<file path="config.mk">
export PLATFORM = sky130hd
export DESIGN_NAME = rtc_cascade_counter_flat
export DESIGN_NICKNAME = d
export VERILOG_FILES = /design/src/rtl/rtc_pkg.sv /design/src/rtl/rtc_cascade_counter_if.sv /design/src/rtl/rtc_mod_stage.sv /design/src/rtl/rtc_cascade_counter.sv /design/src/flat_wrapper.sv
export SDC_FILE = /design/constraint.sdc
export NUM_CORES = 1
export LEC_CHECK = 0
export BUFFER_PORTS_ARGS = -buffer_cell sky130_fd_sc_hd__buf_2
export CAP_MARGIN = 20
export CORE_MARGIN = 2
export CORE_UTILIZATION = 40
export DETAILED_ROUTE_END_ITERATION = 12
export GPL_TIMING_DRIVEN = 0
export PLACE_DENSITY = 0.65
export RECOVER_POWER = 50
export SYNTH_ARGS = -nofsm -noshare
export SYNTH_HDL_FRONTEND = slang
export SYNTH_SLANG_ARGS = --single-unit
</file>
<file path="constraint.sdc">
create_clock -name clk -period 1.8 [get_ports clk]
set_input_delay 0.18 -clock clk [delete_from_list [all_inputs] [get_ports clk]]
set_output_delay 0.18 -clock clk [all_outputs]
set_load 0.01 [all_outputs]
</file>
<file path="src/rtl/rtc_pkg.sv">
// Shared constants and helpers for the cascaded RTC counter.
// Moduli are packed as 8-bit fields, stage 0 in the least significant byte.
package rtc_pkg;

   localparam int MOD_FIELD_W = 8;
   localparam int MAX_STAGES  = 32;

   localparam logic [23:0] RTC_HMS_MODULI = {8'd24, 8'd60, 8'd60};

   function automatic int unsigned mod_of(
      input logic [MAX_STAGES*MOD_FIELD_W-1:0] moduli,
      input int                                k
   );
      return 32'(moduli[k*MOD_FIELD_W +: MOD_FIELD_W]);
   endfunction

endpackage

</file>
<file path="src/rtl/rtc_cascade_counter_if.sv">
// Control and status bundle between the tick prescaler, the counter chain
// and the display/alarm logic.
interface rtc_cascade_counter_if #(
   parameter int STAGES = 3,
   parameter int WIDTH  = 6
);

   logic                    en;
   logic                    up_dn;
   logic                    load;
   logic [STAGES*WIDTH-1:0] load_val;
   logic [STAGES*WIDTH-1:0] count;
   logic [STAGES-1:0]       carry;
   logic                    wrap;
   logic                    load_err;

   modport master (
      output en, up_dn, load, load_val,
      input  count, carry, wrap, load_err
   );

   modport slave (
      input  en, up_dn, load, load_val,
      output count, carry, wrap, load_err
   );

endinterface

</file>
<file path="src/rtl/rtc_mod_stage.sv">
// One modulo-MOD up/down counter stage with saturating parallel load.
// Arithmetic runs one bit wider than the stored value so MOD = 2^WIDTH works.
module rtc_mod_stage
   import rtc_pkg::*;
#(
   parameter int          WIDTH = 6,
   parameter int unsigned MOD   = 60
) (
   input  logic             clk,
   input  logic             rst,
   input  logic             step,
   input  logic             up_dn,
   input  logic             load,
   input  logic [WIDTH-1:0] load_val,
   output logic [WIDTH-1:0] value,
   output logic             at_terminal,
   output logic             sat
);

   localparam logic [WIDTH:0] MAX_V = (WIDTH+1)'(MOD - 1);

   logic [WIDTH:0]   cur;
   logic [WIDTH:0]   ld;
   logic [WIDTH-1:0] nxt;

   assign cur         = {1'b0, value};
   assign ld          = {1'b0, load_val};
   assign at_terminal = up_dn ? (cur == MAX_V) : (cur == '0);
   assign sat         = (ld > MAX_V);

   always_comb begin
      nxt = value;
      if (up_dn) begin
         nxt = (cur == MAX_V) ? '0 : WIDTH'(cur + (WIDTH+1)'(1));
      end else begin
         nxt = (cur == '0) ? MAX_V[WIDTH-1:0] : WIDTH'(cur - (WIDTH+1)'(1));
      end
   end

   always_ff @(posedge clk) begin
      if (!rst) begin
         value <= '0;
      end else if (load) begin
         value <= sat ? MAX_V[WIDTH-1:0] : load_val;
      end else if (step) begin
         value <= nxt;
      end
   end

endmodule

</file>
<file path="src/rtl/rtc_cascade_counter.sv">
// Parametrised cascade of modulo counters (e.g. hh:mm:ss) with carry chain,
// registered full-chain wrap pulse and load range error pulse.
module rtc_cascade_counter
   import rtc_pkg::*;
#(
   parameter int                              STAGES = 3,
   parameter int                              WIDTH  = 6,
   parameter logic [STAGES*MOD_FIELD_W-1:0]   MODULI = RTC_HMS_MODULI
) (
   input  logic                  clk,
   input  logic                  rst,
   rtc_cascade_counter_if.slave  bus
);

   localparam logic [MAX_STAGES*MOD_FIELD_W-1:0] MODULI_EXT =
      (MAX_STAGES*MOD_FIELD_W)'(MODULI);

   logic [STAGES-1:0]       at_term;
   logic [STAGES-1:0]       sat;
   logic [STAGES-1:0]       step;
   logic [STAGES-1:0]       carry;
   logic [STAGES*WIDTH-1:0] count;
   logic                    run;

   for (genvar k = 0; k < STAGES; k++) begin : g_stage
      localparam int unsigned MOD_K = mod_of(MODULI_EXT, k);

      if (MOD_K < 2 || MOD_K > (1 << WIDTH)) begin : g_bad_mod
         $fatal(1, "rtc_cascade_counter: stage %0d modulus %0d outside 2..2^WIDTH", k, MOD_K);
      end

      rtc_mod_stage #(
         .WIDTH (WIDTH),
         .MOD   (MOD_K)
      ) u_stage (
         .clk         (clk),
         .rst         (rst),
         .step        (step[k]),
         .up_dn       (bus.up_dn),
         .load        (bus.load),
         .load_val    (bus.load_val[WIDTH*k +: WIDTH]),
         .value       (count[WIDTH*k +: WIDTH]),
         .at_terminal (at_term[k]),
         .sat         (sat[k])
      );
   end

   // A stage advances only when every lower stage is about to roll over.
   always_comb begin
      run   = bus.en & ~bus.load;
      carry = '0;
      step  = '0;
      for (int i = 0; i < STAGES; i++) begin
         step[i]  = (i == 0) ? bus.en : carry[i-1];
         run      = run & at_term[i];
         carry[i] = run;
      end
   end

   assign bus.count = count;
   assign bus.carry = carry;

   always_ff @(posedge clk) begin
      if (!rst) begin
         bus.wrap     <= 1'b0;
         bus.load_err <= 1'b0;
      end else begin
         bus.wrap     <= carry[STAGES-1];
         bus.load_err <= bus.load & (|sat);
      end
   end

endmodule

</file>
<file path="src/flat_wrapper.sv">
// flat-port wrapper written by rule: the top's interface ports become plain ports
module rtc_cascade_counter_flat import rtc_pkg::*;
#(
   parameter int                              STAGES = 3,
   parameter int                              WIDTH  = 6,
   parameter logic [STAGES*MOD_FIELD_W-1:0]   MODULI = RTC_HMS_MODULI
)
  (clk, rst, bus_en, bus_up_dn, bus_load, bus_load_val, bus_count, bus_carry, bus_wrap, bus_load_err);
  rtc_cascade_counter_if #(.STAGES(STAGES), .WIDTH(WIDTH)) bus_i ();
  input  logic clk;
  input  logic rst;
  input wire logic [$bits(bus_i.en)-1:0] bus_en;
  input wire logic [$bits(bus_i.up_dn)-1:0] bus_up_dn;
  input wire logic [$bits(bus_i.load)-1:0] bus_load;
  input wire logic [$bits(bus_i.load_val)-1:0] bus_load_val;
  output wire logic [$bits(bus_i.count)-1:0] bus_count;
  output wire logic [$bits(bus_i.carry)-1:0] bus_carry;
  output wire logic [$bits(bus_i.wrap)-1:0] bus_wrap;
  output wire logic [$bits(bus_i.load_err)-1:0] bus_load_err;
  assign bus_i.en = bus_en;
  assign bus_i.up_dn = bus_up_dn;
  assign bus_i.load = bus_load;
  assign bus_i.load_val = bus_load_val;
  assign bus_count = bus_i.count;
  assign bus_carry = bus_i.carry;
  assign bus_wrap = bus_i.wrap;
  assign bus_load_err = bus_i.load_err;
  rtc_cascade_counter #(.STAGES(STAGES), .WIDTH(WIDTH), .MODULI(MODULI)) u_core (.clk(clk), .rst(rst), .bus(bus_i));
endmodule
</file>
# [After elaboration in Yosys (flattened, before gate mapping)]
# Index checks and enable logic that the tools add are counted.
[word_totals] inputBits=23 word_cells=51 out_inout_bits=23 n_memories=0 mem_bits_rw=0 latchBits=0 romBits=0 reg_bits=20
[classes] n_div=0 add_sub_neg=6 n_eq_ne=3 bitwise_logic=6 muxes=21 shift=0 mul=0 reduce_logical=7 order_cmp=3
[op_table] op="$mux W6" n=18
[op_table] op="$logic_not A7 Y1" n=3
[op_table] op="$add A6 B1 Y6 const B" n=3
[op_table] op="$sub A6 B1 Y6 const B" n=3
[op_table] op="$eq A6 B6 Y1 const B" n=2
[op_table] op="$gt A6 B6 Y1 const B" n=2
[op_table] op="$eq A6 B5 Y1 const B" n=1
[op_table] op="$gt A6 B5 Y1 const B" n=1
[op_table] op="$reduce_bool A2 Y1" n=3
[op_table] op="$and A1 B1 Y1" n=5
[op_table] op="$mux W1" n=3
[op_table] op="$reduce_or A3 Y1" n=1
[op_table] op="$not A1 Y1" n=1

# [Longest topological paths before layout]
# Gate-level depths: netlist of run 1.
[logic_depth] depth_word=6 depth_mapped=8 depth_no_buf=8

# [Hierarchy]
# From an unflattened synthesis of run 1, not the netlist that was laid out.
[unflattened] cells_unflattened=260 hier_area_um2=2026.9
[by_module_without_submodules] module="rtc_mod_stage (u_core.g_stage[0].u_stage)" seq_area_each_um2=120.1 instances=1 area_each_um2=676.9 cells_per_inst=89
[by_module_without_submodules] module="rtc_mod_stage (u_core.g_stage[1].u_stage)" seq_area_each_um2=120.1 instances=1 area_each_um2=650.6 cells_per_inst=87
[by_module_without_submodules] module="rtc_mod_stage (u_core.g_stage[2].u_stage)" seq_area_each_um2=120.1 instances=1 area_each_um2=606.8 cells_per_inst=76
[by_module_without_submodules] module="rtc_cascade_counter" seq_area_each_um2=40.0 instances=1 area_each_um2=92.6 cells_per_inst=8

# [Worst setup path after synthesis of run 1]
# OpenSTA, ideal clock, no wires.
[synth_path] kind="register to output" from="register u_core.g_stage[0].u_stage.value[0]" to="output port bus_carry[2]" stages_incl_launch_ff=7 path_slack_ns=-0.071 required_time_ns=1.620 arrival_time_ns=1.691 n_path_buf=1 path_cell_list="dfxtp_1 ha_1 nand3_1 nor4_4 o21a_4 and3_1 buf_4"
[synth_between] elab_chain_len=5 elab_cells_between_ends=6 classes_between="1 x eq/ne; 1 x mux; 3 x bitwise; 1 x reduce/logical"
[synth_rtl] element="start: declaration" line_no="rtc_mod_stage.sv:15" source="output logic [WIDTH-1:0] value,"
[synth_rtl] element="start signal: assignment" line_no="rtc_mod_stage.sv:44" source="value <= sat ? MAX_V[WIDTH-1:0] : load_val;"
[synth_rtl] element="start signal: assignment" line_no="rtc_mod_stage.sv:46" source="value <= nxt;"
[synth_rtl] element="$eq A6 B6 Y1 or $logic_not A7 Y1 (tied branches)" line_no="rtc_mod_stage.sv:28" source="assign at_terminal = up_dn ? (cur == MAX_V) : (cur == '0);"
[synth_rtl] element="$mux W1 (*)" line_no="rtc_mod_stage.sv:28"
[synth_rtl] element="$and A1 B1 Y1 (*) (2 in series)" line_no="rtc_cascade_counter.sv:55" source="run = run & at_term[i];"
[synth_rtl] element="net u_core.g_stage[2].u_stage.step" line_no="rtc_mod_stage.sv:11" source="input logic step,"
[synth_rtl] element="$and A1 B1 Y1 (*)" line_no="rtc_cascade_counter.sv:55"
[synth_rtl] element="end: declaration" line_no="flat_wrapper.sv:17" source="output wire logic [$bits(bus_i.carry)-1:0] bus_carry;"
# The timed path passes the listed nets; every way through them passes the cells marked *.

# [Final worst setup path of run 1]
[layout_path] from="register u_core.g_stage[0].u_stage.value[1]" to="register u_core.g_stage[1].u_stage.value[3]"
[layout_between] elab_chain_len=4 elab_cells_between_ends=5 classes_between="1 x eq/ne; 1 x mux; 1 x bitwise; 2 x reduce/logical"
[layout_rtl] element="$eq A6 B6 Y1 or $logic_not A7 Y1 (tied branches)" line_no="rtc_mod_stage.sv:28"
[layout_rtl] element="$mux W1 (*)" line_no="rtc_mod_stage.sv:28"
[layout_rtl] element="$and A1 B1 Y1 (*)" line_no="rtc_cascade_counter.sv:55"
[layout_rtl] element="$reduce_bool A2 Y1 (no line) (*)"
[layout_rtl] element="end signal: assignment" line_no="rtc_mod_stage.sv:44"
[layout_rtl] element="end signal: assignment" line_no="rtc_mod_stage.sv:46"
[layout_rtl] element="end: declaration" line_no="rtc_mod_stage.sv:15"
# Mark *: on every way between the ends. The rest lies on a longest branch, timed or not.
# A chain may end at the register's enable or synchronous reset.

==> metrics, run 1 <==
status finished, violations left; failing checks setup timing; Arr. time, crit path between 2 and 2.5 ns; # diodes 0; CP Class reg -> reg; remaining antenna violation count 0; post-synthesis instance area 1940 um^2; Cells after Synth 259; Filler Cells Inserted 430; Pre-antenna DRT Iters 7; die area approximately 5400 um^2; hold path start bus_load_val[3]; classification of the worst-slack hold path in -> reg; Seq/Total Area, Yosys 20.6%; max_cap viols 0; hold depth 3; Congestion Overflow GR 0; CTS clock-pin slew for the worst setup and hold paths ~0.080 ns; pin count of the biggest net entering global routing 12; Final min period 1.91 ns; Hold Path Sink u_core.g_stage[0].u_stage.value[3]; share of cells above drive strength 1 40.9%; RR Endpoint u_core.g_stage[1].u_stage.value[3]; commonest cells after routing, fill and taps aside 44 x buf_2, 28 x buf_4, 25 x nand2_1; hpwl dp 4.41 mm; Final Power between 1500 and 2000 uW; vias in the first global route 2,041; Fin Clk Skew roughly 0.0043 ns; Buf/Inv on CP 5; CP Max Fanout 4; r2r worst-path depth 11; RePlAce Congestion about 0.95; initial DRC count 269; PnR worst setup slack -0.109 ns; first-pass GRT wire length 10.2 mm; P&R area growth vs syn 43.8%; Ports 46; DRT Wirelength between 6 and 7 mm; Die W between 70 and 80 um; Crit path max-delay family buffers and inverters; Required @ worst endpoint 1.96 ns; slowest stage cell, crit path dfxtp_4; flop2flop setup slack -0.11 ns; Core Area 4690 um^2; Slew Viols, Final 0; initial antenna violation count 0; root buf cell clkbuf_8; Vias/cell 6.07; Avg Cell Area, Syn ~7.5 um^2; crit share post-route 106%; via count about 2,400; later-pin clock latency in the skew report 0.27 ns; Sink Count 20; worst-path cell chain inv_4 -> ha_4 -> nor3b_4 -> buf_4 -> buf_6 -> nand2_4 -> buf_4 -> buf_6 -> o21ai_2 -> a21oi_1 -> o311a_1; Worst-Margin Slew 0.634 ns; TritonCTS Buffers 3; library cells used by synthesis 62; Lkg Pwr 0.00115 uW; Starting Density 41.4%; CTS tree built; hold_ws about 0.16 ns; startpoint types flop; CTS Hold Bufs 0; Syn Nets a little under 300; Async S/R FF share, synth 0%; Site Rows 25; Die H 73.7 um; NumNets Final 368; RSZ-0062 raised after global routing true; maximum VDD drop 0.000239 V; leading cell type in the layout, fill and taps excluded buf_2; Fmax 524 MHz; prevailing post-synth register cell dfxtp_1; crit-path max cell delay 0.38 ns; R2R Path Start u_core.g_stage[0].u_stage.value[1]; EDFF count, synth 0; CTS H-tree depth 1; setup TNS -0.408 ns; DRC 0; number of buffers on the longest clock path 2; Total GRT Usage 24.2%; Util after Layout about 60%; register bit total from synthesis 20; Buffers on Ports 45; Worst slew margin 57.7%; Wirelength per Cell 17.1 um; Final setup viols 6; PD cells 548 nW/um^2; CP Capture Type flop; Synth Warn # 0; Final Hold Vio Count 0
==> how the worst max path moves through the flow <==
stage,from,to,slack [ns],cells after the start
2_1_floorplan,u_core.g_stage[0].u_stage.value[1],bus_carry[2],-0.04,6
3_3_place_gp,u_core.g_stage[0].u_stage.value[1],bus_carry[2],-0.32,7
3_5_place_dp,u_core.g_stage[0].u_stage.value[1],bus_carry[2],-0.32,7
4_1_cts,u_core.g_stage[0].u_stage.value[1],bus_carry[2],-0.09,7
5_1_grt,u_core.g_stage[0].u_stage.value[1],u_core.g_stage[1].u_stage.value[1],-0.19,11
6_report,u_core.g_stage[0].u_stage.value[1],u_core.g_stage[1].u_stage.value[3],-0.11,11
==> flip-flops by register name, summed over array words and instances (netlist names) <==
register	cells
u_core.g_stage.u_stage.value	18
u_core.bus.wrap	1
u_core.bus.load_err	1
==> power breakdown <==
| part | switching [uW] | internal (uW) | total, uW | leakage [uW] |
|---|---|---|---|---|
| Sequential | 44.8 | 476 | 520 | 0.000171 |
| Clock | 164 | 195 | 359 | 0.0000288 |
| Combinational | 355 | 296 | 651 | 0.000954 |
==> worst reg2reg max path, stage by stage (launching register included) <==
cell     delay [ns]
dfxtp_4        0.38
inv_4          0.07
ha_4           0.13
nor3b_4        0.18
buf_4          0.14
buf_6          0.09
nand2_4        0.05
buf_4          0.15
buf_6          0.12
o21ai_2        0.10
a21oi_1        0.05
o311a_1        0.33
==> synthesized netlist by cell type (2+ instances only) <==
library cell | number | share of area [%]
o21a_1 | 3 | 1.2
ha_1 | 9 | 5.8
mux2i_1 | 3 | 1.5
a21o_1 | 4 | 1.5
and2_1 | 3 | 0.97
o2111ai_1 | 3 | 1.4
and3_1 | 5 | 1.6
o41ai_1 | 2 | 0.90
inv_1 | 12 | 2.3
nor3_2 | 3 | 1.5
a31oi_1 | 9 | 2.9
nand2b_1 | 3 | 0.97
o311a_1 | 2 | 1.0
xnor2_1 | 5 | 2.3
or3_1 | 3 | 0.97
nand4_1 | 3 | 0.97
a21oi_1 | 16 | 4.1
o21ai_0 | 17 | 4.4
o311ai_1 | 5 | 2.3
a311oi_1 | 3 | 1.4
nand4b_1 | 2 | 0.90
nor4_1 | 2 | 0.64
o211ai_1 | 5 | 1.9
buf_4 | 8 | 3.1
dfxtp_1 | 20 | 21
xor2_1 | 3 | 1.4
clkbuf_1 | 7 | 1.4
nand2_1 | 27 | 5.2
buf_2 | 5 | 1.3
nand3_1 | 14 | 3.6
nor2_1 | 13 | 2.5
nor2b_1 | 3 | 0.97
nor3_1 | 6 | 1.5
o21ai_1 | 3 | 0.77
==> metrics by stage <==
step | std cells | cell area [um^2] | worst slack (ns)
final | 389 | 2790 | -0.109
after global routing | 389 | 2790 | -0.189
after CTS | 382 | 2630 | -0.0929
after detailed placement | 358 | 2240 | -0.319
after global placement | 358 | 2240 | -0.320
after floorplan | 259 | 1950 | -0.0393
==> logic make-up (layout without fill, tap and decap cells) <==
family / after synthesis / in the layout / synth area share (%)
mux: 3 / 3 / 1.55
xor+xnor: 8 / 8 / 3.61
buf+inv: 35 / 111 / 8.76
flops: 20 / 20 / 20.6
fa+ha+maj: 9 / 9 / 5.80
compound gates: 88 / 88 / 32.1
simple gates: 96 / 96 / 27.6
==> what timing repair did <==
| action | CTS | global route |
|---|---|---|
| gates cloned | 0 | 0 |
| pin swaps | 10 | 12 |
| buffers inserted | 23 | 8 |
| setup endpoints to repair | 15 | 17 |
| resized for setup | 49 | 21 |
==> routing by layer <==
layer,wire length [um],share of wire (%),track usage [%]
met1,2760,41,31.7
met2,3300,50,41.3
met3,468,7.0,3.16
met4,123,1.8,7.27
met5,0,0,0
==> layout make-up <==
cell class | count | area (um^2) | area share, %
inverter | 14 | 60.1 | 2.15
timing repair buffer | 75 | 485 | 17.4
buffer | 18 | 106 | 3.81
multi-input combinational | 204 | 1590 | 56.9
tap | 54 | 67.6 | 2.42
clock buffer | 4 | 55.1 | 1.97
sequential | 20 | 430 | 15.4
Note: power is estimated with default switching activity, not from simulation.
==> inputs of run 2 (changes only) <==
--- a/config.mk
+++ b/config.mk
@@ -5,13 +5,14 @@
 export SDC_FILE = /design/constraint.sdc
 export NUM_CORES = 1
 export LEC_CHECK = 0
+export ABC_AREA = 1
 export BUFFER_PORTS_ARGS = -buffer_cell sky130_fd_sc_hd__buf_2
 export CAP_MARGIN = 20
 export CORE_MARGIN = 2
 export CORE_UTILIZATION = 40
 export DETAILED_ROUTE_END_ITERATION = 12
 export GPL_TIMING_DRIVEN = 0
-export PLACE_DENSITY = 0.65
+export PLACE_DENSITY = 0.64
 export RECOVER_POWER = 50
 export SYNTH_ARGS = -nofsm -noshare
 export SYNTH_HDL_FRONTEND = slang
==> run 2 against run 1 <==
Compared with the run above: the run now ends clean; highest routed layer unchanged; synthesized area increased by 5.2%; sequential power is 4.0% higher; clock power about the same; combinational power rose by 6.8%; synthesized cell count increased by 26%; hold slack better by 0.076 ns; largest power group unchanged.
==> metrics, run 2 <==
switch share roughly two fifths; flop2flop setup slack 0.10 ns; register bit total from synthesis 20; remaining antenna violation count 0; CTS clock-pin slew for the worst setup and hold paths 0.08 ns; Arr. time, crit path between 1.5 and 2 ns; clock group share of total power 22.4%; NumNets Final around 430; Avg Cell Area, Syn approximately 6.3 um^2; die area around 5700 um^2; # diodes 0; Lkg Pwr 0.00132 uW; max_cap viols 0; CP Class reg -> out; Core Area roughly 5000 um^2; Site Rows 26; classification of the worst-slack hold path in -> reg; commonest cells after routing, fill and taps aside 69 x nand2_1, 39 x nor2_1, 38 x buf_2; Congestion Overflow GR 0; P&R area growth vs syn 34.1%; Fmax approximately 570 MHz; PD cells 582 nW/um^2; post-synthesis compound-gate area fraction 13.8%; Final min period 1.74 ns; first-pass GRT wire length 9.41 mm; Total GRT Usage 21.3%; pin count of the biggest net entering global routing 12; Synth Warn # 0; Synth area leaders dfxtp_1 20%, nand2_1 13%, nand3_1 9.3%; Post-Synth XOR/XNOR Area around 5.6%; Pint 985 uW; library cells used by synthesis 36; EDFF count, synth 0; worst-path cell chain inv_4 -> ha_4 -> inv_2 -> nor2_4 -> nand2_2 -> nand2_4 -> nand3_4 -> buf_6 -> inv_1 -> buf_4 -> buf_6; CP Capture Type primary output; Worst-Margin Slew 0.585 ns; crit share post-route 96.9%; Starting Density 40.8%; CTS H-tree depth 1; Die W 75.5 um; DRC 0; Sink Count 20; Buffers on Ports 43; post-synthesis instance area 2040 um^2; Slew Viols, Final 0; share of the synthesized area in the top cell type 19.6%; startpoint types flop; leading cell type in the layout, fill and taps excluded nand2_1; root buf cell clkbuf_8; number of buffers on the longest clock path 2; Worst slew margin 61.0%; Fin Clk Skew 0.00447 ns; simple-gate portion of the synthesized area 42.5%; Sw Pwr 607 uW; cell with the most instances after synthesis nand2_1; initial DRC count 165; largest reg by FF count u_core.g_stage.u_stage.value; hpwl dp ~4.2 mm; crit-path most repeated cell buf_6; Ports 46; top cells by count, synth 71 x nand2_1, 42 x nor2_1, 38 x nand3_1; DRT Wirelength slightly above 6 mm; later-pin clock latency in the skew report between 0.2 and 0.3 ns; Vias/cell 5.06; mux contribution to synthesized area 0%; vias in the first global route 2,045; crit-path max cell delay 0.37 ns; prevailing post-synth register cell dfxtp_1; Adder-Cell Fraction of Synth Area 5.51%; RSZ-0062 raised after global routing true; CTS tree built; area leader, netlist dfxtp_1; Pre-antenna DRT Iters 4; status completed; slowest stage cell, crit path dfxtp_4; initial antenna violation count 0; CP Max Fanout 3; setup TNS 0 ns; share of cells above drive strength 1 35.7%; TritonCTS Buffers 3; CTS Hold Bufs 0; Wirelength per Cell 13.1 um; Async S/R FF share, synth 0%; Final Power 1590 uW; via count 2,381; RePlAce Congestion 0.852; Cells after Synth 326; number of flip-flops in the largest register 18; Gate power share 43.7%; Syn Nets 358; Die H 75.5 um; Required @ worst endpoint roughly 1.6 ns; maximum VDD drop ~0.00026 V; sequential power share 33.9%; Largest regs u_core.g_stage.u_stage.value (18), u_core.bus.load_err (1), u_core.bus.wrap (1); Seq/Total Area, Yosys 19.6%; Final setup viols 0; Final Hold Vio Count 0; largest family of logic cells by synthesized area simple AND/OR/NAND/NOR gates
[run 2: final cells by class]
cell class | count | area [um^2]
fill | 514 | 2270
multi-input combinational | 250 | 1460
timing repair buffer | 74 | 455
tap | 70 | 87.6
clock buffer | 4 | 55.1
sequential | 20 | 425
buffer | 14 | 87.6
inverter | 39 | 166
[run 2: kinds of logic (layout without fill, tap and decap cells)]
group,Yosys count,in the layout
buf+inv,56,131
simple gates,180,180
fa+ha+maj,9,9
flops,20,20
compound gates,48,48
xor+xnor,13,13
[run 2: power groups by stage]
stage | Clock, uW | Sequential [uW] | Combinational [uW]
5_1_grt | 390 | 546 | 769
3_3_place_gp | 0 | 530 | 564
3_5_place_dp | 0 | 531 | 568
2_1_floorplan | 0 | 538 | 411
6_report | 357 | 541 | 695
4_1_cts | 371 | 522 | 634
[run 2: critical path: cells and delay by family (launching register included)]
family | cells | cell delay, ns
adder cells (fa/ha/maj) | 1 | 0.13
AND/OR/NAND/NOR | 4 | 0.34
buffers and inverters | 6 | 0.46
flip-flops | 1 | 0.37
[run 2: layer usage]
layer  routed length [um]  share of wire (%)  up-vias  track usage, %
li1                     -                  -     1199               -
met1                 2700                 44     1085            28.6
met2                 3010                 49       84            35.9
met3                  337                5.5       13            2.25
met4                  116                1.9        0            6.63
met5                    0                  0        -               0
[run 2: final timing paths]
check	from	end	cells after the start
worst max-delay path	u_core.g_stage[0].u_stage.value[0]	bus_carry[0]	11
worst min-delay path	bus_load_val[1]	u_core.g_stage[0].u_stage.value[1]	3
worst max register to register	u_core.g_stage[0].u_stage.value[0]	u_core.g_stage[0].u_stage.value[4]	9
worst min register to register	u_core.g_stage[1].u_stage.value[5]	u_core.g_stage[1].u_stage.value[5]	2
[run 2: metrics by stage]
step	worst slack, ns	cell area [um^2]	utilization, %	instances	hold slack, ns
after global routing	-0.0304	2740	54.6	471	0.245
after global placement	-0.105	2340	46.8	439	0.500
after floorplan	0.142	2040	-	326	0.384
final	0.0560	2740	54.6	471	0.235
after CTS	0.00633	2580	51.5	457	0.217
after detailed placement	-0.111	2340	46.8	439	0.500
[run 2: repair_timing]
item                                    4_1_cts  5_1_grt
pin swaps                                     8       13
gates resized for setup                      29       22
setup buffers                                15       16
endpoints found under the setup margin        3        3
==> inputs of run 3 (changes only) <==
--- a/config.mk
+++ b/config.mk
@@ -9,10 +9,9 @@
 export BUFFER_PORTS_ARGS = -buffer_cell sky130_fd_sc_hd__buf_2
 export CAP_MARGIN = 20
 export CORE_MARGIN = 2
-export CORE_UTILIZATION = 40
+export CORE_UTILIZATION = 25
 export DETAILED_ROUTE_END_ITERATION = 12
 export GPL_TIMING_DRIVEN = 0
-export PLACE_DENSITY = 0.64
 export RECOVER_POWER = 50
 export SYNTH_ARGS = -nofsm -noshare
 export SYNTH_HDL_FRONTEND = slang
==> constraint.sdc (replaced) <==
create_clock -name clk -period 1.8 [get_ports clk]
set_input_delay 0.18 -clock clk [delete_from_list [all_inputs] [get_ports clk]]
set_output_delay 0.18 -clock clk [all_outputs]
set_load 0.02 [all_outputs]
==> run 3 against run 2 <==
Compared with the run above: clock power increased by 30%; global-route usage shrank 6.7 points; clock skew up 0.0050 ns; cell area rose by 2.0%; via count rose by 1.3%; critical path type unchanged.
==> metrics, run 3 (synthesis results as in run 2) <==
initial antenna violation count 0; share of cells above drive strength 1 ~35%; largest reg by FF count u_core.g_stage.u_stage.value; Fin Clk Skew about 0.0095 ns; classification of the worst-slack hold path in -> reg; RSZ-0062 raised after global routing true; die area 8910 um^2; Worst-Margin Slew 0.573 ns; Pre-antenna DRT Iters 5; number of buffers on the longest clock path 2; maximum VDD drop 0.000320 V; CP Class reg -> out; status completed; Site Rows 32; CP Capture Type primary output; Largest regs u_core.g_stage.u_stage.value (18), u_core.bus.load_err (1), u_core.bus.wrap (1); via count 2,413; Die W approximately 94 um; Wirelength per Cell 13.2 um; number of flip-flops in the largest register 18; initial DRC count slightly above 90; placed cell area 2380 um^2; RePlAce Congestion roughly 0.9; Final Hold Vio Count 0; hpwl dp 4.67 mm; remaining antenna violation count 0; commonest cells after routing, fill and taps aside 70 x nand2_1, 39 x nor2_1, 37 x nand3_1; Fmax 558 MHz; DRC 0; Vias/cell slightly below 5; Required @ worst endpoint 1.62 ns; root buf cell clkbuf_8; final cell count without fillers 502; PD cells 618 nW/um^2; # diodes 0; leading cell type in the layout, fill and taps excluded nand2_1; Final Power approximately 1700 uW; vias in the first global route 2,223; Die H between 90 and 100 um; first-pass GRT wire length 10.4 mm; CTS H-tree depth 1; max_cap viols 0; Total GRT Usage between 10% and 20%; Starting Density 26.2%; DRT Wirelength about 6.6 mm; Final Instance Area 2790 um^2; Final min period 1.79 ns; Final setup viols 0; Worst slew margin ~62%; Placed Cells 471; Lkg Pwr 0.00130 uW; Congestion Overflow GR 0; Ports between 40 and 50; Sink Count 20; setup TNS 0 ns; Arr. time, crit path between 1.5 and 2 ns; P&R area growth vs syn 36.7%; CP Max Fanout 4; pin count of the biggest net entering global routing 13; hold_ws 0.234 ns; Filler Cells Inserted 877; NumNets Final ~430; startpoint types flop; crit share post-route ~100%; TritonCTS Buffers 3; Slew Viols, Final 0; Buffers on Ports 43; CTS clock-pin slew for the worst setup and hold paths roughly 0.090 ns; Core Area 7810 um^2; CTS tree built; later-pin clock latency in the skew report 0.27 ns
[run 3: final timing paths]
kind	startpoint	to	slack [ns]	depth (start not counted)
min reg2reg	u_core.g_stage[1].u_stage.value[5]	u_core.g_stage[1].u_stage.value[5]	0.53	2
min	bus_load_val[5]	u_core.g_stage[0].u_stage.value[5]	0.23	3
max reg2reg	u_core.g_stage[0].u_stage.value[0]	u_core.g_stage[0].u_stage.value[4]	0.12	8
max	u_core.g_stage[0].u_stage.value[1]	bus_carry[2]	0.006	11
[run 3: area by class of cell]
cell class	count	area (um^2)	share of cell area (%)
clock buffer	3	41.3	1.48
timing repair buffer	75	469	16.8
clock inverter	1	30.0	1.08
multi-input combinational	250	1470	52.5
sequential	20	424	15.2
inverter	39	161	5.78
buffer	12	72.6	2.60
tap	102	128	4.57
[run 3: stage by stage]
stage | setup slack, ns | util [%]
after global routing | -0.0821 | 35.8
after global placement | -0.190 | 30.5
after detailed placement | -0.199 | 30.5
after floorplan | 0.0669 | -
after CTS | -0.0348 | 34.8
final | 0.00649 | 35.8
[run 3: report_power, final]
part	leakage [uW]	switching (uW)	total [uW]	internal (uW)
Clock	0.0000357	167	465	297
Combinational	0.00110	413	718	306
Sequential	0.000170	62.2	542	479
[run 3: worst max-delay path, cell delays in order, from the launching register on]
cell	delay, ns
dfxtp_4	0.39
inv_4	0.07
ha_4	0.12
inv_2	0.04
nor2_4	0.09
nand2_2	0.09
nand2_4	0.08
nand3_4	0.08
nor2_4	0.13
nand3_2	0.09
inv_2	0.06
buf_6	0.11
[run 3: routing by layer]
metal,GRT usage [%],share of wire [%]
met1,19.4,44
met2,25.0,47
met3,2.23,7.6
met4,3.50,1.4
met5,0,0
[run 3: repair_timing]
item                       CTS  global route
resized for setup           42            12
pin swaps                    9            10
setup buffers               20            12
hold buffers                 0             0
setup endpoints to repair    3             3
